==> config.mk <==
export PLATFORM = sky130hd
export DESIGN_NAME = fastdac_dpram_loader
export DESIGN_NICKNAME = d
export VERILOG_FILES = /design/src/rtl/fastdac_dpram_loader.sv
export SDC_FILE = /design/constraint.sdc
export NUM_CORES = 1
export LEC_CHECK = 0
export BUFFER_PORTS_ARGS = -buffer_cell sky130_fd_sc_hd__buf_2
export CORE_MARGIN = 4
export CORE_UTILIZATION = 37
export CTS_CLUSTER_DIAMETER = 40
export DETAILED_ROUTE_END_ITERATION = 8
export PLACE_DENSITY_LB_ADDON = 0.05
export REMOVE_ABC_BUFFERS = 1
export SETUP_SLACK_MARGIN = 0.3
export SYNTH_ARGS = -nofsm -noshare
export SYNTH_HDL_FRONTEND = slang
export SYNTH_SLANG_ARGS = --single-unit
==> constraint.sdc <==
create_clock -name s_axis_clk -period 2.05 [get_ports s_axis_clk]
set_input_delay 0.3075 -clock s_axis_clk [delete_from_list [all_inputs] [get_ports s_axis_clk]]
set_output_delay 0.3075 -clock s_axis_clk [all_outputs]
set_load 0.01 [all_outputs]
==> src/rtl/fastdac_dpram_loader.sv <==
// Burst write engine for the fast-DAC sequence and RNG lookup DPRAMs.
// Arbitrates a headered host config stream against a ring-buffer RNG refill stream.
module fastdac_dpram_loader #(
    parameter int SEQ_AW        = 10,
    parameter int RNG_AW        = 12,
    parameter int MAX_RNG_BURST = 64
) (
    input  logic              s_axis_clk,
    input  logic              s_axis_tresetn,
    input  logic [31:0]       host_tdata,
    input  logic              host_tvalid,
    input  logic              host_tlast,
    output logic              host_tready,
    input  logic [31:0]       rng_tdata,
    input  logic              rng_tvalid,
    input  logic              rng_tlast,
    output logic              rng_tready,
    output logic              fastdac_sequence_wen_int,
    output logic [SEQ_AW-1:0] fastdac_sequence_addr_int,
    output logic [31:0]       fastdac_sequence_din_int,
    output logic              fastdac_rng_wen_int,
    output logic [RNG_AW-1:0] fastdac_rng_addr_int,
    output logic [31:0]       fastdac_rng_din_int,
    output logic [SEQ_AW-1:0] fastdac_dpram_max_addr_seq_dac1_int,
    output logic [RNG_AW-1:0] fastdac_dpram_max_addr_rng_dac1_int,
    output logic              dac1_shift_en_o,
    output logic              busy_o,
    output logic              err_overflow_o
);

    localparam int CW = $clog2(MAX_RNG_BURST + 1);
    localparam logic [CW-1:0]     CNT_LAST = CW'(MAX_RNG_BURST - 1);
    localparam logic [CW-1:0]     CNT_ONE  = CW'(1);
    localparam logic [RNG_AW:0]   ADDR_ONE = (RNG_AW+1)'(1);
    localparam logic [RNG_AW-1:0] PTR_ONE  = RNG_AW'(1);
    localparam logic [RNG_AW-1:0] SEQ_MASK = RNG_AW'((64'(1) << SEQ_AW) - 64'(1));

    typedef enum logic [1:0] {
        IDLE,
        HDR,
        H_DATA,
        R_DATA
    } state_t;

    state_t            state;
    logic              last_host;
    logic              tgt_rng;
    logic              wrote;
    logic [RNG_AW:0]   addr;
    logic [RNG_AW-1:0] last_wr;
    logic [RNG_AW-1:0] rng_ptr;
    logic [CW-1:0]     cnt;

    logic              host_hs;
    logic              rng_hs;
    logic              addr_ok;
    logic [RNG_AW-1:0] hdr_base;
    logic              hdr_seq_hi;
    logic              unused_hdr_bits;

    assign host_hs  = host_tready && host_tvalid;
    assign rng_hs   = rng_tready && rng_tvalid;
    assign hdr_base = host_tdata[RNG_AW-1:0];

    // Seq bursts only address the low SEQ_AW bits of the header base field
    assign hdr_seq_hi = |(hdr_base & ~SEQ_MASK);
    assign unused_hdr_bits = ^host_tdata[30:RNG_AW];

    always_comb begin
        addr_ok = 1'b0;
        if (tgt_rng) begin
            addr_ok = !addr[RNG_AW];
        end else begin
            addr_ok = (addr[RNG_AW:SEQ_AW] == '0);
        end
    end

    always_ff @(posedge s_axis_clk or negedge s_axis_tresetn) begin
        if (!s_axis_tresetn) begin
            state                               <= IDLE;
            last_host                           <= 1'b0;
            tgt_rng                             <= 1'b0;
            wrote                               <= 1'b0;
            addr                                <= '0;
            last_wr                             <= '0;
            rng_ptr                             <= '0;
            cnt                                 <= '0;
            host_tready                         <= 1'b0;
            rng_tready                          <= 1'b0;
            fastdac_sequence_wen_int            <= 1'b0;
            fastdac_sequence_addr_int           <= '0;
            fastdac_sequence_din_int            <= '0;
            fastdac_rng_wen_int                 <= 1'b0;
            fastdac_rng_addr_int                <= '0;
            fastdac_rng_din_int                 <= '0;
            fastdac_dpram_max_addr_seq_dac1_int <= '0;
            fastdac_dpram_max_addr_rng_dac1_int <= '0;
            dac1_shift_en_o                     <= 1'b0;
            busy_o                              <= 1'b0;
            err_overflow_o                      <= 1'b0;
        end else begin
            fastdac_sequence_wen_int <= 1'b0;
            fastdac_rng_wen_int      <= 1'b0;

            unique case (state)
                IDLE: begin
                    if (host_tvalid && (!rng_tvalid || !last_host)) begin
                        state       <= HDR;
                        host_tready <= 1'b1;
                        busy_o      <= 1'b1;
                    end else if (rng_tvalid) begin
                        state      <= R_DATA;
                        rng_tready <= 1'b1;
                        busy_o     <= 1'b1;
                        cnt        <= '0;
                    end
                end

                HDR: begin
                    if (host_hs) begin
                        tgt_rng <= host_tdata[31];
                        if (!host_tdata[31] && hdr_seq_hi) begin
                            err_overflow_o <= 1'b1;
                        end
                        if (host_tlast) begin
                            state       <= IDLE;
                            host_tready <= 1'b0;
                            busy_o      <= 1'b0;
                            last_host   <= 1'b1;
                        end else begin
                            state <= H_DATA;
                            wrote <= 1'b0;
                            if (host_tdata[31]) begin
                                addr <= {1'b0, hdr_base};
                            end else begin
                                addr            <= {1'b0, hdr_base & SEQ_MASK};
                                dac1_shift_en_o <= 1'b0;
                            end
                        end
                    end
                end

                H_DATA: begin
                    if (host_hs) begin
                        if (addr_ok) begin
                            // Saturate once past the end so a long burst never wraps back
                            addr    <= addr + ADDR_ONE;
                            wrote   <= 1'b1;
                            last_wr <= addr[RNG_AW-1:0];
                            if (tgt_rng) begin
                                fastdac_rng_wen_int  <= 1'b1;
                                fastdac_rng_addr_int <= addr[RNG_AW-1:0];
                                fastdac_rng_din_int  <= host_tdata;
                            end else begin
                                fastdac_sequence_wen_int  <= 1'b1;
                                fastdac_sequence_addr_int <= addr[SEQ_AW-1:0];
                                fastdac_sequence_din_int  <= host_tdata;
                            end
                        end else begin
                            err_overflow_o <= 1'b1;
                        end
                        if (host_tlast) begin
                            state       <= IDLE;
                            host_tready <= 1'b0;
                            busy_o      <= 1'b0;
                            last_host   <= 1'b1;
                            if (tgt_rng) begin
                                if (addr_ok) begin
                                    fastdac_dpram_max_addr_rng_dac1_int <= addr[RNG_AW-1:0];
                                end else if (wrote) begin
                                    fastdac_dpram_max_addr_rng_dac1_int <= last_wr;
                                end
                            end else begin
                                dac1_shift_en_o <= 1'b1;
                                if (addr_ok) begin
                                    fastdac_dpram_max_addr_seq_dac1_int <= addr[SEQ_AW-1:0];
                                end else if (wrote) begin
                                    fastdac_dpram_max_addr_seq_dac1_int <= last_wr[SEQ_AW-1:0];
                                end
                            end
                        end
                    end
                end

                R_DATA: begin
                    if (rng_hs) begin
                        fastdac_rng_wen_int  <= 1'b1;
                        fastdac_rng_addr_int <= rng_ptr;
                        fastdac_rng_din_int  <= rng_tdata;
                        rng_ptr              <= rng_ptr + PTR_ONE;
                        cnt                  <= cnt + CNT_ONE;
                        if (rng_tlast || (cnt == CNT_LAST)) begin
                            state      <= IDLE;
                            rng_tready <= 1'b0;
                            busy_o     <= 1'b0;
                            last_host  <= 1'b0;
                        end
                    end
                end

                default: begin
                    state       <= IDLE;
                    host_tready <= 1'b0;
                    rng_tready  <= 1'b0;
                    busy_o      <= 1'b0;
                end
            endcase
        end
    end

endmodule

==> PnR_summary.wiki <==
{| class="wikitable"
! Metric !! Value
|-
| Portion of the clock cycle consumed by the worst path in the final layout || 88.82%
|-
| Standard cell core area || 21090 µm²
|-
| Post-synth EDFFs || 0
|-
| Setup repair after global routing missed its margin || true
|-
| Post-Synthesis Cells || 609
|-
| Fillcell total || 1945
|-
| Vias in the first global route || 6166
|-
| Fraction of layout instances using a drive strength above 1 || 59.27%
|-
| DR WL met3 || 1129 µm
|-
| DIE AREA || 23870 µm²
|-
| Wl on met1 || 9713 µm
|-
| Top layer used by detailed routing || met4
|-
| Leakage power total || 5.100 nW
|-
| Clock latency at the later pin of the worst-skew pair || 0.43 ns
|-
| GRT Resource Usage Total || 17.82%
|-
| TritonCTS buffer count || 17
|-
| Worst Tran Pin Value || 0.5491 ns
|-
| Avg Synthesized Cell Area || 13.04 µm²
|-
| Status || finished, final reports clean
|-
| Final max-slew violation count || 0
|-
| Maximum number of pins on one net before global-route repair || 54
|-
| Summed instance area of the synthesized netlist || 7940 µm²
|-
| Row cnt || 53
|-
| Number of H-tree levels || 4
|-
| Routability congestion estimate from global placement || 0.7899
|-
| Number of failing setup endpoints in the final timing report || 0
|-
| Synthesis-to-layout area growth || 35.03%
|-
| Register area share after synthesis || 51.69%
|-
| Fraction of synthesis flops using an asynchronous set or reset pin || 100.0%
|-
| Initial detailed-routing violation count || 216
|-
| Routed Wire Length || 21540 µm
|-
| Number of nets in the final layout || 938
|-
| Max transition margin || 63.40%
|-
| Initial core utilization || 37.65%
|-
| Sort of element at the start of the critical path || flop
|-
| Crit end category || flop
|-
| Largest driver fanout on the critical path || 7
|-
| Count of synthesis-stage warnings from yosys || 0
|-
| Initial antenna violation count || 0
|-
| Power density of the placed cells || 1627 nW/µm²
|-
| Commonest non-fill, non-tap cell in the layout || buf_2
|-
| Total I/O pin count || 185
|-
| Post-detailed-route count of antenna-violating nets || 0
|-
| Root Buffer || clkbuf_16
|-
| Average vias per placed instance || 5.019
|-
| Total area of multi-input combinational cells || 3725 µm²
|-
| Final global-route overflow total || 0
|-
| Number of flip-flops and latches in the synthesized netlist || 164
|-
| Tightest Hold Check Type || in2reg
|-
| Top FF cell, synth || dfrtp_1
|-
| Total iterations of the first detailed-routing run || 4
|-
| Remaining design rule violation count || 0
|-
| Global-route wire length before repair || 33910 µm
|-
| CP required || 2.35 ns
|-
| Number of distinct standard cells referenced by the synthesized netlist || 57
|-
| Met2 Wirelength || 10500 µm
|-
| Number of antenna cells inserted || 0
|-
| Total number of vias || 5767
|-
| Maximum clock rate || 0.5492 GHz
|-
| Data arrival, critical path || 2.12 ns
|-
| Count of maximum capacitance violations || 0
|-
| DR WL/cell || 18.75 µm
|-
| FF+latch area || 4111 µm²
|-
| Class of the most critical setup path || reg2reg
|-
| Die X-Extent || 154.5 µm
|-
| Floorplan die height || 154.5 µm
|-
| Number of standard cells in the final layout excluding fillers || 1149
|-
| Min cycle time layout || 1.821 ns
|-
| Final hold violations || 0
|-
| Worst setup skew after layout || 0.01461 ns
|-
| TritonCTS clock tree || built
|-
| Commonest cells after routing, fill and taps aside || 184 x buf_2, 158 x dfrtp_1, 129 x mux2_2, 52 x buf_4, 42 x mux2_4
|-
| CTS clk-pin slew, worst paths || 0.07 ns
|-
| Power Total || 0.01745 W
|-
| Clock sink total || 164
|-
| Inst Count DP || 1069
|-
| Max VDD drop || 0.8882 mV
|-
| Number of buffers between clock root and the deepest sink || 2
|-
| Input/output buffers || 184
|-
| Core Util, Final || 50.84%
|-
| Post-DP HPWL || 14260 µm
|}
-- sequential cells by signal (all words and copies together) (netlist names) --
register / count
fastdac_rng_din_int: 32
fastdac_sequence_din_int: 32
addr: 13
fastdac_dpram_max_addr_rng_dac1_int: 12
fastdac_rng_addr_int: 12
last_wr: 12
rng_ptr: 12
fastdac_dpram_max_addr_seq_dac1_int: 10
fastdac_sequence_addr_int: 10
cnt: 7
state: 2
busy_o: 1
dac1_shift_en_o: 1
err_overflow_o: 1
fastdac_rng_wen_int: 1
fastdac_sequence_wen_int: 1
host_tready: 1
last_host: 1
rng_tready: 1
tgt_rng: 1
wrote: 1
-- final cells by class --
| class | instances | share of cell area, % |
|---|---|---|
| Multi-Input combinational cell | 393 | 34.74 |
| Clock buffer | 20 | 4.166 |
| Tap cell | 275 | 3.209 |
| Timing Repair Buffer | 272 | 18.16 |
| Sequential cell | 164 | 38.35 |
| Clock inverter | 12 | 0.8986 |
| Inverter | 13 | 0.4785 |
-- cell usage after synthesis (4+ instances only) --
master      n  area [µm²]
mux2_4     40       600.6
xor2_1      4       35.03
buf_2      11       55.05
nand4_1     7       43.79
mux2i_1     4       40.04
dfrtp_1   164        4104
a22o_1      4       35.03
nand3_1    20       100.1
and3_1      7       43.79
buf_8       4       60.06
nand2b_1    8       50.05
o21ai_0    19       95.09
o22ai_1     4       25.02
a21oi_1     5       25.02
nor2_1     21       78.83
or3_1       4       25.02
a31oi_1     5       31.28
nand2_1    31       116.4
ha_1        7       87.58
a211oi_1    4       30.03
clkbuf_1   16       60.06
xnor2_1     7       61.31
and4_1      5       43.79
mux2_2    131        1475
nor3_1      9       45.04
nand3b_1    7       52.55
a22oi_1     4       30.03
buf_6       7       78.83
inv_1      13       48.80
-- repair_timing --
action / 4_1_cts / 5_1_grt
cloned: 2 / 6
setup endpoints to repair: 136 / 139
buffers inserted: 21 / 18
hold buffers: 1 / 0
pin swaps: 5 / 12
resized for setup: 32 / 40
hold endpoints to repair: 48 / 0
-- final timing paths --
path	startpoint	end	slack, ns	cells past startpoint
max	state[0]	state[0]	0.23	7
min	host_tdata[15]	fastdac_sequence_din_int[15]	0.12	2
max reg2reg	state[0]	state[0]	0.23	7
min reg2reg	err_overflow_o	err_overflow_o	0.47	1
max in group asynchronous	s_axis_tresetn	fastdac_dpram_max_addr_rng_dac1_int[3]	0.97	3
min in group asynchronous	s_axis_tresetn	cnt[5]	0.43	2
-- through the flow --
stage / hold slack, ns / TNS (ns) / setup WS [ns] / area, µm²
final: 0.1244 / 0 / 0.2292 / 10720
after global routing: 0.1127 / 0 / 0.1815 / 10720
after detailed placement: 0.3141 / 0 / 0.05725 / 9353
after CTS: 0.1113 / 0 / 0.2308 / 10260
after floorplan: 0.01191 / -110.36 / -1.833 / 7679
after global placement: 0.3063 / 0 / 0.1370 / 9353
-- worst max-delay path, cell delays in order, from the launching register on --
cell	delay, ns
dfrtp_1	0.41
buf_6	0.13
ha_4	0.18
buf_12	0.15
buf_16	0.14
a22oi_2	0.19
nand3b_1	0.16
mux2_4	0.33
-- report_power, final --
group / switching (W) / total [W] / internal [W]
sequential: 0.00106 / 0.00572 / 0.00466
clock: 0.00139 / 0.00299 / 0.00160
combinational: 0.00385 / 0.00873 / 0.00488
-- per-layer routing --
| layer | vias to the layer above | track usage (%) |
|---|---|---|
| li1 | 2703 | - |
| met1 | 2913 | 23.71 |
| met2 | 140 | 29.20 |
| met3 | 11 | 4.813 |
| met4 | 0 | 4.121 |
| met5 | - | 0 |
-- cell families (layout without fill, tap and decap cells) --
kind of cell | after synthesis | in the layout | share of synthesized area [%]
buf+inv | 52 | 317 | 3.908
fa+ha+maj | 7 | 7 | 1.103
flops | 164 | 164 | 51.69
compound gates | 65 | 65 | 6.004
simple gates | 134 | 134 | 9.297
mux | 176 | 176 | 26.79
xor+xnor | 11 | 11 | 1.213
No activity file was read; power rests on OpenSTA's default activity.
